===== src/rtl/pkg_frame_if.sv =====
// Word-in / byte-out link bundle for pkg_frame.
// Carries the chip-packet word stream with its done pulse and the byte-wide valid/ready transmit side.
// slave is the frame block's view; master is the view of whoever drives the words and sinks the bytes.
interface pkg_frame_if;
  logic [15:0] pchip_d;
  logic        pchip_vld;
  logic        pchip_done;
  logic [7:0]  tx_d;
  logic        tx_vld;
  logic        tx_rdy;

  modport master (
    output pchip_d, pchip_vld, tx_rdy,
    input  pchip_done, tx_d, tx_vld
  );

  modport slave (
    input  pchip_d, pchip_vld, tx_rdy,
    output pchip_done, tx_d, tx_vld
  );
endinterface


===== src/rtl/pkg_frame.sv =====
// pkg_frame: sink for the packet-chip push stage.
// Words are buffered in a FIFO, and a 16-bit checksum is appended to each frame.
// The buffered words are sent out high byte first on a byte-wide valid/ready link.
module pkg_frame #(
  parameter int FIFO_AW = 8
) (
  input  logic        clk_sys,
  input  logic        rst_n,
  input  logic [19:0] chip_len,
  pkg_frame_if.slave  pif,
  output logic [15:0] frame_cnt,
  output logic        err_sync,
  output logic        err_proto
);
  localparam int DEPTH = 1 << FIFO_AW;
  localparam logic [FIFO_AW:0] FULL_CNT = (FIFO_AW+1)'(DEPTH);
  localparam logic [15:0] SYNC = 16'h5331;

  typedef enum logic [1:0] {I_HDR, I_BODY, I_CSUM} in_state_t;
  typedef enum logic [1:0] {O_IDLE, O_RD, O_HI, O_LO} out_state_t;

  logic [15:0] in_reg;
  logic        pend;
  in_state_t   in_state, in_state_next;
  logic [12:0] len, len_next, wcnt, wcnt_next, len_sample;
  logic [15:0] sum, sum_next, wr_data;
  logic        consume, sync_err, wr_en, rd_en, frame_done;

  logic [15:0]        mem [0:DEPTH-1];
  logic [FIFO_AW-1:0] wr_ptr, rd_ptr;
  logic [FIFO_AW:0]   count;
  logic               full, empty;
  logic [15:0]        rd_q, out_reg;
  out_state_t         out_state, out_state_next;
  logic [7:0]         tx_byte;
  logic               tx_valid;

  // Only the low 12 bits of chip_len carry a length; the upper bits are folded away here.
  logic unused_len_hi;
  assign unused_len_hi = ^chip_len[19:12];

  assign full       = (count == FULL_CNT);
  assign empty      = (count == '0);
  assign len_sample = (chip_len[11:0] == 12'd0) ? 13'd4096 : {1'b0, chip_len[11:0]};

  assign pif.pchip_done = consume;
  assign pif.tx_d       = tx_byte;
  assign pif.tx_vld     = tx_valid;

  // Input holding register: a new word is taken only when none is pending, otherwise it is a protocol error.
  always_ff @(posedge clk_sys or negedge rst_n) begin
    if (!rst_n) begin
      in_reg    <= '0;
      pend      <= 1'b0;
      err_proto <= 1'b0;
    end else begin
      if (pif.pchip_vld && pend) err_proto <= 1'b1;
      if (pif.pchip_vld && !pend) begin
        in_reg <= pif.pchip_d;
        pend   <= 1'b1;
      end else if (consume) begin
        pend <= 1'b0;
      end
    end
  end

  // Input FSM state, frame length, word count, running sum and the sticky/frame counters.
  always_ff @(posedge clk_sys or negedge rst_n) begin
    if (!rst_n) begin
      in_state  <= I_HDR;
      len       <= '0;
      wcnt      <= '0;
      sum       <= '0;
      err_sync  <= 1'b0;
      frame_cnt <= '0;
    end else begin
      in_state <= in_state_next;
      len      <= len_next;
      wcnt     <= wcnt_next;
      sum      <= sum_next;
      if (sync_err)   err_sync  <= 1'b1;
      if (frame_done) frame_cnt <= frame_cnt + 16'd1;
    end
  end

  // Input FSM decode: header check, body accumulation and checksum insertion.
  always_comb begin
    in_state_next = in_state;
    len_next      = len;
    wcnt_next     = wcnt;
    sum_next      = sum;
    consume       = 1'b0;
    sync_err      = 1'b0;
    wr_en         = 1'b0;
    wr_data       = in_reg;
    frame_done    = 1'b0;
    case (in_state)
      I_HDR: begin
        if (pend) begin
          if (in_reg == SYNC) begin
            if (!full) begin
              wr_en         = 1'b1;
              consume       = 1'b1;
              len_next      = len_sample;
              sum_next      = SYNC;
              wcnt_next     = 13'd1;
              in_state_next = I_BODY;
            end
          end else begin
            // A stray word is acknowledged so the producer does not stall, but it is never buffered.
            consume  = 1'b1;
            sync_err = 1'b1;
          end
        end
      end
      I_BODY: begin
        if (pend && !full) begin
          wr_en     = 1'b1;
          consume   = 1'b1;
          sum_next  = sum + in_reg;
          wcnt_next = wcnt + 13'd1;
          if (wcnt + 13'd1 == len + 13'd3) in_state_next = I_CSUM;
        end
      end
      I_CSUM: begin
        // Any word that is already pending waits here untouched until the header state sees it.
        if (!full) begin
          wr_en         = 1'b1;
          wr_data       = sum;
          frame_done    = 1'b1;
          in_state_next = I_HDR;
        end
      end
      default: in_state_next = I_HDR;
    endcase
  end

  // FIFO pointers and occupancy; write and read callers already honour full/empty.
  always_ff @(posedge clk_sys or negedge rst_n) begin
    if (!rst_n) begin
      wr_ptr <= '0;
      rd_ptr <= '0;
      count  <= '0;
    end else begin
      if (wr_en) wr_ptr <= wr_ptr + FIFO_AW'(1);
      if (rd_en) rd_ptr <= rd_ptr + FIFO_AW'(1);
      case ({wr_en, rd_en})
        2'b10:   count <= count + (FIFO_AW+1)'(1);
        2'b01:   count <= count - (FIFO_AW+1)'(1);
        default: count <= count;
      endcase
    end
  end

  // FIFO storage with registered read, kept reset-free so it maps onto block RAM.
  always_ff @(posedge clk_sys) begin
    if (wr_en) mem[wr_ptr] <= wr_data;
    if (rd_en) rd_q <= mem[rd_ptr];
  end

  // Output FSM state and the word being serialized.
  always_ff @(posedge clk_sys or negedge rst_n) begin
    if (!rst_n) begin
      out_state <= O_IDLE;
      out_reg   <= '0;
    end else begin
      out_state <= out_state_next;
      if (out_state == O_RD) out_reg <= rd_q;
    end
  end

  // Output FSM decode: fetch one word, then hold each byte until the sink takes it.
  always_comb begin
    out_state_next = out_state;
    rd_en          = 1'b0;
    tx_valid       = 1'b0;
    tx_byte        = 8'h00;
    case (out_state)
      O_IDLE: begin
        if (!empty) begin
          rd_en          = 1'b1;
          out_state_next = O_RD;
        end
      end
      O_RD: out_state_next = O_HI;
      O_HI: begin
        tx_valid = 1'b1;
        tx_byte  = out_reg[15:8];
        if (pif.tx_rdy) out_state_next = O_LO;
      end
      O_LO: begin
        tx_valid = 1'b1;
        tx_byte  = out_reg[7:0];
        if (pif.tx_rdy) out_state_next = O_IDLE;
      end
      default: out_state_next = O_IDLE;
    endcase
  end
endmodule


===== src/flat_wrapper.sv =====
// flat-port wrapper written by rule: the top's interface ports become plain ports
module pkg_frame_flat 
#(
  parameter int FIFO_AW = 8
)
  (clk_sys, rst_n, chip_len, frame_cnt, err_sync, err_proto, pif_pchip_d, pif_pchip_vld, pif_tx_rdy, pif_pchip_done, pif_tx_d, pif_tx_vld);
  pkg_frame_if pif_i ();
  input  logic clk_sys;
  input  logic rst_n;
  input  logic [19:0] chip_len;
  output logic [15:0] frame_cnt;
  output logic err_sync;
  output logic err_proto;
  input wire logic [$bits(pif_i.pchip_d)-1:0] pif_pchip_d;
  input wire logic [$bits(pif_i.pchip_vld)-1:0] pif_pchip_vld;
  input wire logic [$bits(pif_i.tx_rdy)-1:0] pif_tx_rdy;
  output wire logic [$bits(pif_i.pchip_done)-1:0] pif_pchip_done;
  output wire logic [$bits(pif_i.tx_d)-1:0] pif_tx_d;
  output wire logic [$bits(pif_i.tx_vld)-1:0] pif_tx_vld;
  assign pif_i.pchip_d = pif_pchip_d;
  assign pif_i.pchip_vld = pif_pchip_vld;
  assign pif_i.tx_rdy = pif_tx_rdy;
  assign pif_pchip_done = pif_i.pchip_done;
  assign pif_tx_d = pif_i.tx_d;
  assign pif_tx_vld = pif_i.tx_vld;
  pkg_frame #(.FIFO_AW(FIFO_AW)) u_core (.clk_sys(clk_sys), .rst_n(rst_n), .chip_len(chip_len), .pif(pif_i), .frame_cnt(frame_cnt), .err_sync(err_sync), .err_proto(err_proto));
endmodule

===== config.mk =====
export PLATFORM = sky130hd
export DESIGN_NAME = pkg_frame_flat
export DESIGN_NICKNAME = d
export VERILOG_FILES = /design/src/rtl/pkg_frame_if.sv /design/src/rtl/pkg_frame.sv /design/src/flat_wrapper.sv
export SDC_FILE = /design/constraint.sdc
export NUM_CORES = 2
export LEC_CHECK = 0
export ABC_CLOCK_PERIOD_IN_PS = 12000
export CORE_MARGIN = 3
export CORE_UTILIZATION = 45
export CTS_BUF_LIST = sky130_fd_sc_hd__clkbuf_8
export CTS_CLUSTER_SIZE = 10
export DETAILED_ROUTE_END_ITERATION = 16
export SLEW_MARGIN = 20
export SYNTH_ARGS = -nofsm -noshare
export SYNTH_HDL_FRONTEND = slang
export SYNTH_SLANG_ARGS = --single-unit

===== constraint.sdc =====
create_clock -name clk_sys -period 12 [get_ports clk_sys]
set_input_delay 2.4 -clock clk_sys [delete_from_list [all_inputs] [get_ports clk_sys]]
set_output_delay 2.4 -clock clk_sys [all_outputs]
set_load 0.05 [all_outputs]

==> reports/results.txt <==
Nets = 8302
Synth top area cells = edfxtp_1 75%, mux4_2 15%, dfrtp_1 1.9%, mux2i_1 1.5%, nor2_1 0.75%
Layout Skew = 0.08041 ns
Met2 Use GR = 36.68%
Net Sw Power = 14.51 mW
Port Buf Inserts = 59
Core ar. = 0.3636 mm^2
Avg Cell Area, Syn = 21.84 um^2
Cell Pwr Density = 234.1 mW/mm^2
Clock Power Share = 25.9%
First-pass GRT wire length = 623.6 mm
Postcts setup bufs = 0
Yosys warns = 0
DR DRC count = 0
Worst Tran Pin Value = 1.191 ns
Synth Register Bits = 4234
Final setup vio count = 0
CP max FO = 7
Synth async-reset ratio = 2.881%
Met1 usage = 33.44%
Main synth FF type = edfxtp_1
Worst Setup Path Type = flip-flop to primary output
X dimension of the die = 611.3 um
Max Root-Sink Buffers = 4
Hold WC Path Type = flip-flop to flip-flop
Synth top area share = 74.88%
P_int = 28.83 mW
Switching Share = 33.47%
Resized Gates After CTS = 0
Row count = 221
CTS Sinks = 4234
Share of layout cells above drive strength 1 = 28.28%
Die area = 0.3737 mm^2
I/O Pins = 68
Average wire per standard cell = 32.64 um
Tot GR Track Use = 23.49%
GRT busiest layer = met2
Area delta synth->final = 12.25%
Fmax achieved = 166.6 MHz
Register area share after synthesis = 76.73%
Starting density of the core = 45.35%
Final hold vios = 0
DP Cell Count = 12340
Reg area = 0.1266 mm^2
Req. time, crit path = 9.60 ns
CP Launch Type = flip-flop
Critical Path AT = 3.60 ns
Detailed Route WL = 442.5 mm
Max reg flops = 4096
DR pass1 iterations = 6
Outcome = complete, no violations
Sequential power share = 43.3%
Vias = 81710
RePlAce Congestion = 0.8536
Largest Register = u_core.mem
Post-synth EDFFs = 4112
Cell count after synthesis = 7551
Post-route insts no fill = 13560
Tcrit/Tclk final = 50.03%
Commonest cells post-synth = 4112 x edfxtp_1, 1077 x mux4_2, 331 x nor2_1, 268 x nand2_1, 242 x mux2i_1
Clock insertion delay at the later pin of the skew report = 1.21 ns
Hold buffer count at CTS = 0
Lkg Pwr = 59.01 nW
Final TNS setup = 0 ns
Crit end category = primary output
Synth unique cells = 75
GR Util met3 = 4.652%
Pin count of the biggest net entering global routing = 153
Syn Nets = 7629
Die Span Y = 611.3 um
Via density per instance = 6.027
Number of max-slew violations in the final report = 0
Top-count cell post-synth = edfxtp_1
Max IR drop VDD = 0.0003919 V
Num CTS Buffers = 675
RSZ-0062 raised after global routing = false
Combinational group share of total power = 30.8%
ANT nets after route = 0
Fin crit period = 6.004 ns
Fillers = 28580
Slew HR = 20.10%
Max cap viols = 0
Synth area leader = edfxtp_1
Initial antenna violation count = 13
Worst-path clk slew = 0.06 ns
Iter 0 DRT Violations = 10410
Root Driver = clkbuf_8
Vias in the first global route = 82530
Dpl hpwl = 252.9 mm
CTS H-tree lvls = 6
GRT overflow = 0
Area of the multi-input gates = 0.03677 mm^2
Area of the mapped netlist = 0.1649 mm^2
CTS tree = yes
## worst max-delay path, cell delays in order, from the launching register on
cell	delay, ns
dfrtp_1	0.48
or4b_1	0.57
nor4_4	0.35
nor2_1	0.10
o21a_1	0.21
clkdlybuf4s50_1	0.70
## layout make-up
type	instances	share of cell area (%)
sequential	4234	68.37
multi-input combinational	2872	19.87
clock buffer	689	5.123
tap	4794	3.241
timing repair buffer	415	1.898
clock inverter	515	1.428
inverter	26	0.05949
antenna	11	0.01487
## kinds of logic after synthesis
group                      after synthesis  share of synthesized area (%)
and+or+nand+nor                        816                          2.184
DFF                                   4234                          76.73
buffers and inverters                  445                          1.426
muxes                                 1403                          16.75
AOI/OAI and AO/OA                      532                          2.166
adders and majority gates               38                         0.2974
xor gates and xnor gates                83                         0.4409
## cell usage in the layout, fill, tap and decap left out, types with 19 or more instances in the layout
cell type / count
inv_1: 258
clkinv_1: 168
clkinv_2: 50
a211oi_1: 61
o22ai_1: 19
o211ai_1: 19
nand4_1: 22
nor2b_1: 27
mux2i_1: 242
o31ai_1: 19
nor2_2: 73
buf_4: 333
clkdlybuf4s50_1: 58
ha_1: 36
o221ai_1: 22
mux2_2: 68
a21oi_1: 108
clkbuf_8: 689
nand3_1: 51
mux4_2: 1077
nor2_1: 229
nand2_1: 256
a221oi_1: 34
nor2_4: 29
a22oi_1: 47
and2_1: 33
dfrtp_1: 115
a31oi_1: 36
o21ai_0: 94
edfxtp_1: 4112
xor2_1: 27
xnor2_1: 56
## final timing paths
check	slack (ns)	to	cells after the start	from
hold reg to reg	0.46	u_core.frame_cnt[15]	1	u_core.frame_cnt[15]
hold / removal	0.46	u_core.frame_cnt[15]	1	u_core.frame_cnt[15]
min in group asynchronous	1.26	u_core.len[8]	1	rst_n
setup reg to reg	6.36	u_core.mem[26][9]	11	u_core.in_reg[15]
setup / recovery	6.00	pif_pchip_done	5	u_core.in_reg[15]
max in group asynchronous	9.38	u_core.rd_ptr[3]	2	rst_n
## power groups by stage
stage	registers [mW]	logic [mW]	clock network, mW
2_1_floorplan	19.1	8.32	0
3_3_place_gp	19.1	13.1	0
3_5_place_dp	19.1	13.4	0
4_1_cts	18.8	13.4	11.5
5_1_grt	18.8	14.0	12.1
6_report	18.8	13.3	11.2
## per-stage QoR
stage	setup WS [ns]	utilization, %	total power [mW]	hold WS (ns)	instance area [um^2]
6_report	5.996	50.90	43.34	0.4625	185100
5_1_grt	5.807	50.90	44.90	0.4888	185100
4_1_cts	5.845	50.85	43.62	0.4663	184900
3_5_place_dp	6.224	47.52	32.44	0.4567	172800
3_3_place_gp	6.009	47.50	32.15	0.4441	172700
2_1_floorplan	7.915	-	27.44	0.4435	164900
## routing by layer
layer	routed length (um)	vias up
li1	-	33070
met2	209600	3875
met3	38750	691
met4	14850	0
met5	0	-
met1	179300	44070
Power figures use the tool's default switching activity.
